### src/rtl/seq_bypass_add_pkg.sv
// Shared types and constants for the sequential (slice-serial) adder controller.
package seq_bypass_add_pkg;

    // Controller states: waiting for operands, stepping slices, holding result.
    typedef enum logic [1:0] {
        IDLE = 2'd0,
        BUSY = 2'd1,
        DONE = 2'd2
    } state_e;

    localparam int DEF_WIDTH = 32;
    localparam int DEF_SLICE = 8;

    // Width of the slice index counter; at least one bit even for a single slice.
    function automatic int idx_width(input int nslice);
        return (nslice > 1) ? $clog2(nslice) : 1;
    endfunction

endpackage

### src/rtl/seq_bypass_add_ctrl_bypass8.sv
// 8-bit carry-bypass adder cell: ripple carry inside the block, with the block
// carry-out taken straight from the carry-in when every bit propagates.
module bypass8 (
    input  logic [7:0] a_i,
    input  logic [7:0] b_i,
    input  logic       cin_i,
    output logic [7:0] sum_o,
    output logic       cout_o
);

    logic [7:0] prop;
    logic       carry;

    // Ripple the carry bit by bit; bypass the chain when the whole block propagates.
    always_comb begin
        sum_o = '0;
        prop  = a_i ^ b_i;
        carry = cin_i;
        for (int i = 0; i < 8; i++) begin
            sum_o[i] = prop[i] ^ carry;
            carry    = (a_i[i] & b_i[i]) | (prop[i] & carry);
        end
        cout_o = (&prop) ? cin_i : carry;
    end

endmodule

### src/rtl/seq_bypass_add_ctrl.sv
// Slice-serial WIDTH-bit adder: one SLICE-bit adder reused over WIDTH/SLICE
// cycles, with the inter-slice carry kept in a register.
// Optional signed-overflow output OVF is built when SEQ_BYPASS_ADD_OVF_EN is defined.
//
// Handshake: a transfer happens on a rising edge where valid and ready are both
// high. Input side: in_ready is high only in IDLE; the producer holds in_valid
// and operands until it sees in_ready. Output side: out_valid is high only in
// DONE; S/Cout (and OVF) stay stable until out_ready is seen at an edge.
module seq_bypass_add_ctrl
    import seq_bypass_add_pkg::*;
#(
    parameter int WIDTH = DEF_WIDTH,
    parameter int SLICE = DEF_SLICE
) (
    input  logic             clk,
    input  logic             rst,
    input  logic             in_valid,
    output logic             in_ready,
    input  logic [WIDTH-1:0] A,
    input  logic [WIDTH-1:0] B,
    input  logic             Cin,
    output logic             out_valid,
    input  logic             out_ready,
    output logic [WIDTH-1:0] S,
    output logic             Cout,
    output logic             busy,
`ifdef SEQ_BYPASS_ADD_OVF_EN
    output logic             OVF,
`endif
    output state_e           dbg_state_o
);

    localparam int NSLICE = WIDTH / SLICE;
    localparam int IW     = idx_width(NSLICE);
    localparam int MSB    = WIDTH - 1;

    if ((SLICE < 1) || (WIDTH % SLICE != 0)) begin : g_bad_params
        $error("seq_bypass_add_ctrl: WIDTH must be a positive multiple of SLICE");
    end

    state_e           state_q, state_d;
    logic [WIDTH-1:0] a_q, a_d;
    logic [WIDTH-1:0] b_q, b_d;
    logic [WIDTH-1:0] s_q, s_d;
    logic             carry_q, carry_d;
    logic             cout_q, cout_d;
    logic [IW-1:0]    idx_q, idx_d;
`ifdef SEQ_BYPASS_ADD_OVF_EN
    logic             ovf_q, ovf_d;
`endif

    logic [SLICE-1:0] slice_a, slice_b, slice_sum;
    logic             slice_cout;

    assign slice_a = a_q[int'(idx_q)*SLICE +: SLICE];
    assign slice_b = b_q[int'(idx_q)*SLICE +: SLICE];

    if (SLICE == 8) begin : g_bypass8
        bypass8 u_slice (
            .a_i    (slice_a),
            .b_i    (slice_b),
            .cin_i  (carry_q),
            .sum_o  (slice_sum),
            .cout_o (slice_cout)
        );
    end else begin : g_generic
        assign {slice_cout, slice_sum} = {1'b0, slice_a} + {1'b0, slice_b}
                                       + {{SLICE{1'b0}}, carry_q};
    end

    assign in_ready    = (state_q == IDLE);
    assign out_valid   = (state_q == DONE);
    assign busy        = (state_q != IDLE);
    assign S           = s_q;
    assign Cout        = cout_q;
    assign dbg_state_o = state_q;
`ifdef SEQ_BYPASS_ADD_OVF_EN
    assign OVF         = ovf_q;
`endif

    // Next-state and datapath updates: accept, step one slice per cycle, hand off.
    always_comb begin
        state_d = state_q;
        a_d     = a_q;
        b_d     = b_q;
        s_d     = s_q;
        carry_d = carry_q;
        cout_d  = cout_q;
        idx_d   = idx_q;
`ifdef SEQ_BYPASS_ADD_OVF_EN
        ovf_d   = ovf_q;
`endif
        unique case (state_q)
            IDLE: begin
                if (in_valid && in_ready) begin
                    a_d     = A;
                    b_d     = B;
                    carry_d = Cin;
                    idx_d   = '0;
                    s_d     = '0;
                    state_d = BUSY;
                end
            end
            BUSY: begin
                s_d[int'(idx_q)*SLICE +: SLICE] = slice_sum;
                carry_d = slice_cout;
                if (idx_q == IW'(NSLICE - 1)) begin
                    // Last slice: index is left alone so it never wraps by overflow.
                    cout_d  = slice_cout;
`ifdef SEQ_BYPASS_ADD_OVF_EN
                    ovf_d   = (a_q[MSB] == b_q[MSB]) && (slice_sum[SLICE-1] != a_q[MSB]);
`endif
                    state_d = DONE;
                end else begin
                    idx_d = idx_q + IW'(1);
                end
            end
            DONE: begin
                if (out_ready) begin
                    state_d = IDLE;
                end
            end
            default: begin
                state_d = IDLE;
            end
        endcase
    end

    // State and datapath registers; reset aborts any operation in flight.
    always_ff @(posedge clk or posedge rst) begin
        if (rst) begin
            state_q <= IDLE;
            a_q     <= '0;
            b_q     <= '0;
            s_q     <= '0;
            carry_q <= 1'b0;
            cout_q  <= 1'b0;
            idx_q   <= '0;
`ifdef SEQ_BYPASS_ADD_OVF_EN
            ovf_q   <= 1'b0;
`endif
        end else begin
            state_q <= state_d;
            a_q     <= a_d;
            b_q     <= b_d;
            s_q     <= s_d;
            carry_q <= carry_d;
            cout_q  <= cout_d;
            idx_q   <= idx_d;
`ifdef SEQ_BYPASS_ADD_OVF_EN
            ovf_q   <= ovf_d;
`endif
        end
    end

endmodule

### config.mk
export PLATFORM = sky130hd
export DESIGN_NAME = seq_bypass_add_ctrl
export DESIGN_NICKNAME = d
export VERILOG_FILES = /design/src/rtl/seq_bypass_add_pkg.sv /design/src/rtl/seq_bypass_add_ctrl_bypass8.sv /design/src/rtl/seq_bypass_add_ctrl.sv
export SDC_FILE = /design/constraint.sdc
export NUM_CORES = 1
export LEC_CHECK = 0
export BUFFER_PORTS_ARGS = -buffer_cell sky130_fd_sc_hd__buf_4
export CAP_MARGIN = 20
export CORE_MARGIN = 8
export CORE_UTILIZATION = 59
export DETAILED_ROUTE_END_ITERATION = 8
export PLACE_DENSITY = 0.85
export SETUP_SLACK_MARGIN = 0.15
export SLEW_MARGIN = 20
export SYNTH_ARGS = -nofsm -noshare
export SYNTH_HDL_FRONTEND = slang
export SYNTH_HIERARCHICAL = 1
export SYNTH_SLANG_ARGS = --single-unit
### constraint.sdc
create_clock -name clk -period 8 [get_ports clk]
set_clock_uncertainty 0.15 [all_clocks]
set_input_delay 1.6 -clock clk [delete_from_list [all_inputs] [get_ports clk]]
set_output_delay 1.6 -clock clk [all_outputs]
set_load 0.01 [all_outputs]
Yosys cells after proc, flatten, opt, wreduce, memory -nomap -nowiden --
Cells that the tools add are included.
Storage, ports and cells: bits in registers 102, bits in latches 0, RAM bits 0, memory bits (read-only) 0, word-level logic and storage cells 76, memories 0
Operators by class: $add $sub $neg 2, $mul 0, divide/modulo/power cells 0, $lt $le $gt $ge 0, eq/ne operators 7, shift-type cells 4, multiplexer cells 13, bitwise operators 33, reduce and logical (&&, ||, !) cells 10
Operators with widths (count):
- $pmux 32 s2 | 1
- $shiftx 32x6->8 | 2
- $neg 5->33 | 1
- $shift 8x33->32 const A | 1
- $shiftx 8x33->32 | 1
- $bwmux 32 | 1
- $mux 32 | 1
- $and 1x1->1 | 16
- $mux 2 | 5
- $or 1x1->1 | 8
- $reduce_and 8->1 | 1
- $xor 1x1->1 | 8
- $xor 8x8->8 | 1
- $pmux 2 s3 | 1
- $reduce_and 2->1 | 3
- $reduce_and 3->1 | 2
- $eq 2x2->1 const B | 2
- $ne 2x1->1 const B | 2
- $ne 2x2->1 const B | 2
- $pmux 2 s2 | 1
- $reduce_bool 2->1 | 2
- $add 2x1->2 const B | 1
- $eq 2x1->1 const B | 1
- $logic_not 2->1 | 1
- other kinds (3) | 4

Longest topological paths before layout --
Gate-level depths: netlist of run 1.
depth after elaboration 20, depth in mapped cells 16, mapped depth without buffers 14

Cells and area by module --
The synthesis of run 1 kept the hierarchy.
Modules (own cells, without submodules):
- seq_bypass_add_ctrl | instances 1, cells each 273, area each 4692.0 µm², sequential area each 2552.4 µm²
- bypass8 | instances 1, cells each 29, area each 320.3 µm², sequential area each 0.0 µm²

Worst setup path before layout of run 1 --
No wires, ideal clock.
kind reg-to-reg, from register idx_q[1], to register s_q[7] (netlist: S[7]), arrival time 4.497 ns, setup slack 3.287 ns, cell stages (with the launch flop) 17, clock period less this slack 4.713 ns, cells stage by stage dfrtp_1 -> clkbuf_1 -> buf_2 -> mux4_2 -> inv_1 -> fa_1 -> inv_1 -> fa_1 -> fa_1 -> fa_1 -> fa_1 -> fa_1 -> fa_1 -> inv_1 -> fa_1 -> inv_1 -> a22o_1
Between the ends: word-level cells in the longest chain between the ends 20, elaborated cells on any way between the ends 37, those cells by class add/sub: 1; shift: 4; mux: 2; bitwise: 30
Ends and longest elaborated chain:
- start, declared | line seq_bypass_add_ctrl.sv:47 | logic [IW-1:0] idx_q, idx_d;
- start signal, assigned | line seq_bypass_add_ctrl.sv:149 | idx_q <= idx_d;
- $shiftx 32x6->8 (*) | line seq_bypass_add_ctrl.sv:55 | assign slice_a = a_q[int'(idx_q)*SLICE +: SLICE];
- via slice_a[0] | line seq_bypass_add_ctrl.sv:52 | logic [SLICE-1:0] slice_a, slice_b, slice_sum;
- $xor 8x8->8 | line seq_bypass_add_ctrl_bypass8.sv:17 | prop = a_i ^ b_i;
- $and 1x1->1 | line seq_bypass_add_ctrl_bypass8.sv:21 | carry = (a_i[i] & b_i[i]) | (prop[i] & carry);
- $or 1x1->1 (*) | line seq_bypass_add_ctrl_bypass8.sv:21
- $and 1x1->1 (*) | line seq_bypass_add_ctrl_bypass8.sv:21
- $or 1x1->1 (*) | line seq_bypass_add_ctrl_bypass8.sv:21
- $and 1x1->1 (*) | line seq_bypass_add_ctrl_bypass8.sv:21
- [6 not listed]
- $or 1x1->1 (*) | line seq_bypass_add_ctrl_bypass8.sv:21
- $and 1x1->1 (*) | line seq_bypass_add_ctrl_bypass8.sv:21
- $or 1x1->1 (*) | line seq_bypass_add_ctrl_bypass8.sv:21
- $xor 1x1->1 (*) | line seq_bypass_add_ctrl_bypass8.sv:20 | sum_o[i] = prop[i] ^ carry;
- via slice_sum[7] | line seq_bypass_add_ctrl.sv:52
- $shiftx 8x33->32 (*) | line seq_bypass_add_ctrl.sv:105 | s_d[int'(idx_q)*SLICE +: SLICE] = slice_sum;
- $bwmux 32 (*) | line seq_bypass_add_ctrl.sv:105
- $pmux 32 s2 (*) | line seq_bypass_add_ctrl.sv:93 | unique case (state_q)
- end signal, assigned | line seq_bypass_add_ctrl.sv:135 | s_q <= '0;
- end signal, assigned | line seq_bypass_add_ctrl.sv:146 | s_q <= s_d;
- end, declared | line seq_bypass_add_ctrl.sv:44 | logic [WIDTH-1:0] s_q, s_d;
Mark *: on every way through the listed nets, which the timed path passes. The rest lies on a longest branch. A chain may end at the register's enable or synchronous reset.

Final worst setup path of run 1 --
from register idx_q[0], to register s_q[7] (netlist: S[7])
Same word-level chain as after synthesis.

==> impl_results.md, run 1 <==
* Status: finished, final reports clean
* Switch share at between 30% and 40%
* Synthesized area per cell at ~17 um2
* Count of final setup violators at 0
* Layout cells sized above 1 at between 50% and 60%
* Reg-to-Reg Start: idx_q[0]
* GPL Wtd Cong at between 0.8 and 0.9
* Post-synth net total at between 300 and 400
* Worst Tran Pin Value at 1.11 ns
* M3 GR Usage at 5.41%
* Die Area at around 0.012 mm2
* Design Area, Final at ~0.0060 mm2
* Commonest non-fill, non-tap cell in the layout: buf_4
* Initial Util at between 60% and 70%
* Met2 GRT Util at just under 30%
* Wire per inst at approximately 20 um
* Crit share post-route at roughly two thirds
* Hold Crit Class: register to register
* Share of the synthesized area in the top cell type at a little over 50%
* Total GRT Usage at 19.0%
* Pint at approximately 0.0017 W
* Synth Register Bits at slightly above 100
* # diodes at 0
* M1 GR Usage at roughly a quarter
* # rows at 33
* CTS tree: done
* F_max at between 150 and 200 MHz
* DRC violation count after routing at 0
* Worst EP arrival at about 5.4 ns
* Clock power share at 11.2%
* Critical path origin: idx_q[0]
* Min Tclk post-route at roughly 5.2 ns
* RR Endpoint: S[7]
* Num ports at around 110
* Port Buffers at about 110
* TritonCTS buffer count at 9
* Grt total ovfl at 0
* Worst path max stage delay at approximately 0.62 ns
* Die Wd at roughly 110 um
* Clk slew on worst S/H paths at about 0.10 ns
* Antenna violations before repair at 0
* Max-Cap Viols at 0
* DRT iter0 DRCs at 120
* Distinct cells, synth at 29
* CP max stage cell: dfrtp_1
* Most used routing layer: met2
* Combinational share of power at between 50% and 60%
* Postcts setup bufs at 0
* Root Buffer: clkbuf_8
* Die H at around 110 um
* Reg2reg path depth at 15
* Ranking of synthesized cells by area: dfrtp_1 51%, mux2_4 18%, mux4_2 7.2%
* Crit path kind: register to register
* RSZ-0062 raised after global routing: false
* Power per Cell Area at between 400 and 500 mW/mm2
* Slew Limit Headroom at about a quarter
* Synthesis warning total at 6
* Via count at roughly 2,900
* Most used cell, CP: fa_1
* Fin. Hold Viols at 0
* Most frequent cells in the layout: 110 x buf_4, 102 x dfrtp_1, 60 x mux2_4
* Max VDD drop at 0.238 mV
* TNS Setup at 0 ns
* CTS resizes at 0
* Hold-critical path depth at 1
* Remaining antenna violation count after routing at 0
* Synth area leader: dfrtp_1
* Leakage at between 2 and 3 nW
* Layout area overhead at 19.5%
* Required time worst endpoint at around 8 ns
* Worst setup endpoint: S[7]
* P_sw at 0.00107 W
* NumNets Final at 501
* Clock Latency Late Sink at about 0.37 ns
* CP cell instances: buf_4 > mux4_2 > inv_1 > fa_1 > inv_1 > fa_1 > fa_1 > fa_1 > fa_1 > fa_1 > fa_1 > inv_1 > fa_1 > inv_1 > a22o_1
* Synth Cell Area at between 0.005 and 0.006 mm2
* Max Slew Vio Count at 0
* Dpl hpwl at 8170 um
* Clk sinks at 102
* Vias in the first global route at about 3,300
* Total routed wirelength at around 11,000 um
* Via density at roughly 5.6
* Largest net degree at the start of global routing at between 60 and 70
* H-Tree Depth at 3
* R2R setup slack at ~2.8 ns
* Clk buf depth at 2
* CP Launch Type: register
* Share of power burned in registers at between 30% and 40%
* Placed Area at between 0.005 and 0.006 mm2
* WHS at around 0.36 ns
* Crit path max fanout at 15
* CP Capture Type: register
* Seq/Total Area, Yosys at between 50% and 60%
* Core area at about 0.0082 mm2
* Hold_buf cts at 0
* First-pass GRT wire length at 17,400 um
* Synth Instances at roughly 300
* First-pass iteration count of the detailed router at 4
-- sequential cells by signal (all words and copies together) (netlist names) --
name / flops
S: 32
dbg_state_o: 2
a_q: 32
idx_q: 2
carry_q: 1
Cout: 1
b_q: 32
-- kinds of logic after synthesis --
kind of cell    Yosys count  share of synthesized area [%]
flops                   102                           50.9
mux                      83                           26.7
compound gates           44                           7.36
buf+inv                  27                           4.44
simple gates             24                           3.87
fa+ha+maj                22                           6.69
-- stage by stage --
step	util [%]	instances	total power, W	setup slack [ns]
floorplan	-	302	0.00202	3.29
global placement	70.6	504	0.00239	2.95
detailed placement	70.6	504	0.00245	2.83
CTS	72.9	520	0.00277	2.79
global route	72.9	520	0.00294	2.51
finish	72.9	520	0.00276	2.79
-- layer usage --
metal / vias up / part of all wire [%]
li1: 1324 / -
met1: 1486 / 43
met2: 108 / 49
met3: 11 / 7.0
met4: 0 / 0.85
met5: - / 0
-- critical path: cells and delay by family, from the launching register on --
family                   cells  cell delay, ns
buffers and inverters        5            0.71
flip-flops                   1            0.62
multiplexers                 1            0.58
adder cells (fa/ha/maj)      8            2.91
AO/OA/AOI/OAI                1            0.14
-- cells in the mapped netlist --
cell / count
a21o_1: 4
a21oi_1: 2
a221o_1: 1
a22o_1: 35
and2_4: 1
buf_12: 7
buf_2: 3
buf_4: 1
clkbuf_1: 2
dfrtp_1: 102
fa_1: 8
ha_1: 14
inv_1: 13
inv_2: 1
mux2_2: 6
mux2_4: 60
mux2i_1: 1
mux4_2: 16
nand2_1: 6
nand2b_1: 5
nand3b_1: 2
nand4_1: 2
nor2_1: 2
nor2b_1: 1
nor3_2: 1
nor4b_4: 3
o21ai_0: 1
o21bai_1: 1
or2_4: 1
-- worst min-delay path by stage --
stage / from / slack (ns) / endpoint
final: a_q[26] / 0.36 / a_q[26]
after floorplan: a_q[26] / 0.33 / a_q[26]
after detailed placement: a_q[26] / 0.34 / a_q[26]
after global routing: b_q[24] / 0.38 / b_q[24]
after CTS: a_q[26] / 0.37 / a_q[26]
after global placement: a_q[26] / 0.34 / a_q[26]
-- final cells by class --
type,instances,area (um2)
multi-input combinational,173,2240
clock buffer,10,138
timing repair buffer,110,826
inverter,14,55.1
fill,522,2230
tap,105,131
sequential,102,2550
clock inverter,6,51.3
-- power by group through the flow --
stage          clock, W  sequential (W)  combinational [W]
2_1_floorplan         0        0.000886            0.00113
3_3_place_gp          0        0.000938            0.00146
3_5_place_dp          0        0.000941            0.00151
4_1_cts        0.000317        0.000935            0.00152
5_1_grt        0.000339        0.000964            0.00164
6_report       0.000308        0.000935            0.00151
Note: power is estimated with default switching activity, not from simulation.
==> run 2: changes to the inputs <==
--- a/config.mk
+++ b/config.mk
@@ -8,9 +8,9 @@
 export BUFFER_PORTS_ARGS = -buffer_cell sky130_fd_sc_hd__buf_4
 export CAP_MARGIN = 20
 export CORE_MARGIN = 8
-export CORE_UTILIZATION = 59
+export CORE_UTILIZATION = 49
 export DETAILED_ROUTE_END_ITERATION = 8
-export PLACE_DENSITY = 0.85
+export PLACE_DENSITY = 0.76
 export SETUP_SLACK_MARGIN = 0.15
 export SLEW_MARGIN = 20
 export SYNTH_ARGS = -nofsm -noshare
==> constraint.sdc (replaced) <==
create_clock -name clk -period 4.25 [get_ports clk]
set_clock_uncertainty 0.15 [all_clocks]
set_input_delay 0.85 -clock clk [delete_from_list [all_inputs] [get_ports clk]]
set_output_delay 0.85 -clock clk [all_outputs]
set_load 0.01 [all_outputs]
==> impl_results.md, run 2 (same netlist as run 1, synthesis figures left out) <==
* Status: finished with violations
* Failing checks: setup timing
* Wire per inst at 19.1 um (-6.7%)
* First-pass GRT wire length at 17,000 um (-1.9%)
* Reg2reg path depth at 14 (-1)
* Die H at 117 um (+8.3%)
* Combinational share of power at 56.3% (+1.4 points)
* Via density at 5.30 (-5.8%)
* Hold Crit Class: register to register
* Crit share post-route at 101% (+35 points)
* R2R setup slack at -0.03 ns (-2.81 ns)
* TritonCTS buffer count at 9 (unchanged)
* CTS tree: done
* Antenna violations before repair at 0 (unchanged)
* Layout area overhead at 21.8%
* RR Endpoint: S[7]
* Die Area at 0.0137 mm2 (+17%)
* Critical path origin: idx_q[0]
* Worst Tran Pin Value at 0.754 ns (-0.355 ns)
* NumNets Final at 507 (+1.2%)
* F_max at 234 MHz (+22%)
* Worst EP arrival at 4.43 ns (-0.93 ns)
* Remaining antenna violation count after routing at 0 (unchanged)
* Vias in the first global route at 3,267 (-0.82%)
* Grt total ovfl at 0 (unchanged)
* Worst path max stage delay at 0.54 ns (-0.08 ns)
* Fill cell count at 782 (+50%)
* Pint at 0.00332 W (+97%)
* Largest net degree at the start of global routing at 87 (+34%)
* Share of power burned in registers at 32.0% (-1.9 points)
* CP cell instances: mux4_2 > inv_2 > fa_1 > inv_1 > fa_2 > fa_2 > fa_2 > fa_2 > fa_2 > fa_2 > inv_2 > fa_1 > inv_2 > a22o_1
* GPL Wtd Cong at 0.833 (+2.2%)
* Count of final setup violators at 5 (+5)
* Crit path kind: register to register
* Clk sinks at 102 (unchanged)
* Most frequent cells in the layout: 116 x buf_4, 101 x dfrtp_1, 60 x mux2_4
* Clock power share at 11.7% (+0.5 points)
* Clk slew on worst S/H paths at 0.09 ns (about the same)
* Port Buffers at 106 (unchanged)
* Max Slew Vio Count at 0 (unchanged)
* Power per Cell Area at 881 mW/mm2 (+91%)
* Switch share at 38.2% (-0.66 points)
* Total GRT Usage at 16.3% (-2.8 points)
* DRC violation count after routing at 0 (unchanged)
* CP Launch Type: register
* P_sw at 0.00206 W (+92%)
* Min Tclk post-route at 4.28 ns (-0.935 ns)
* Fin. Hold Viols at 0 (unchanged)
* Placed Cells at 541 (+7.3%)
* H-Tree Depth at 3 (unchanged)
* RSZ-0062 raised after global routing: true
* Reg-to-Reg Start: idx_q[0]
* Die Wd at 117 um (+8.3%)
* Commonest non-fill, non-tap cell in the layout: buf_4
* Slew Limit Headroom at 49.7% (+24 points)
* Worst setup endpoint: S[7]
* # diodes at 0 (unchanged)
* Via count at 2,954 (+0.85%)
* Max VDD drop at 0.593 mV (+150%)
* Worst hold start: a_q[24]
* First-pass iteration count of the detailed router at 4 (unchanged)
* CP Capture Type: register
* Clock Latency Late Sink at 0.37 ns (about the same)
* # rows at 37 (+12%)
* Num ports at 107 (unchanged)
* Max-Cap Viols at 0 (unchanged)
* CP max stage cell: mux4_2
* Clk buf depth at 2 (unchanged)
* Total routed wirelength at 10,600 um (-0.11%)
* WHS at 0.367 ns (+0.00224 ns)
* Dpl hpwl at 8080 um (-1.1%)
* Root Buffer: clkbuf_8
* Initial Util at 49.4% (-12 points)
* Layout cells sized above 1 at 55.3% (+3.3 points)
* Final instance count without filler cells at 557 (+7.1%)
* Crit path max fanout at 4 (-11)
* Post-route setup slack at -0.0280 ns (-2.81 ns)
* Leakage at 2.95 nW (+1.1%)
* Core area at 0.0101 mm2 (+23%)
* Required time worst endpoint at 4.40 ns (-3.75 ns)
* DRT iter0 DRCs at 164 (+37%)
* Most used cell, CP: fa_2
==> run 2: cell count changes in the layout (fill, tap and decap cells not counted), sizes merged <==
| cell | before | now |
|---|---|---|
| clkinv | 0 | 2 |
| clkbuf | 10 | 9 |
| buf | 110 | 116 |
| clkinvlp | 3 | 1 |
| bufinv | 0 | 1 |
==> run 2: how the worst min path moves through the flow <==
stage / endpoint / slack [ns] / cells after the start
2_1_floorplan: a_q[26] / 0.33 / 1
3_3_place_gp: b_q[16] / 0.34 / 1
3_5_place_dp: b_q[24] / 0.34 / 1
4_1_cts: S[7] / 0.37 / 1
5_1_grt: a_q[21] / 0.38 / 1
6_report: a_q[24] / 0.37 / 1
==> run 2: layout make-up <==
cell class,instances,area (um2),share of cell area (%)
flip-flops and latches,102,2550,41.8
multi-input cells,173,2250,36.9
repair buffers,116,871,14.3
well taps,136,170,2.79
clock buffers,9,124,2.03
clock inverters,7,77.6,1.27
inverters,14,57.6,0.943
==> run 2: through the flow <==
step                setup TNS (ns)  util (%)  total power, W  area, um2  setup WS, ns
floorplan                   -0.334         -         0.00389       5040       -0.0813
global placement                 0      58.2         0.00469       5900       0.00278
detailed placement          -0.187      58.2         0.00479       5900       -0.0436
CTS                         -0.108      60.2         0.00543       6100       -0.0323
global route                -0.908      60.2         0.00576       6110        -0.168
finish                     -0.0911      60.2         0.00538       6110       -0.0280
==> run 2: power groups by stage <==
stage	registers, W	logic [W]	clock network (W)
final	0.00172	0.00303	0.000630
after global routing	0.00178	0.00331	0.000675
after CTS	0.00172	0.00306	0.000640
after detailed placement	0.00174	0.00305	0
after global placement	0.00173	0.00296	0
after floorplan	0.00167	0.00223	0
==> run 2: repair_timing <==
item,CTS,global route
buffers inserted,0,0
setup endpoints to repair,6,6
hold buffers,0,0
resized for setup,1,0
pin swaps,0,0
==> run 2: routing by layer <==
metal  vias to the layer above  wire length (um)  GRT usage (%)  part of all wire, %
li1                       1342                 -              -                    -
met1                      1505              4840           22.2                   46
met2                        97              5120           25.2                   48
met3                        10               571           3.34                  5.4
met4                         0                97           5.72                 0.91
met5                         -                 0              0                    0
==> run 2: worst max-delay path: cells and delay by family (launching register included) <==
family,cells,cell delay [ns]
compound gates,1,0.13
mux,1,0.54
buf+inv,4,0.28
fa+ha+maj,8,2.69
flops,1,0.43
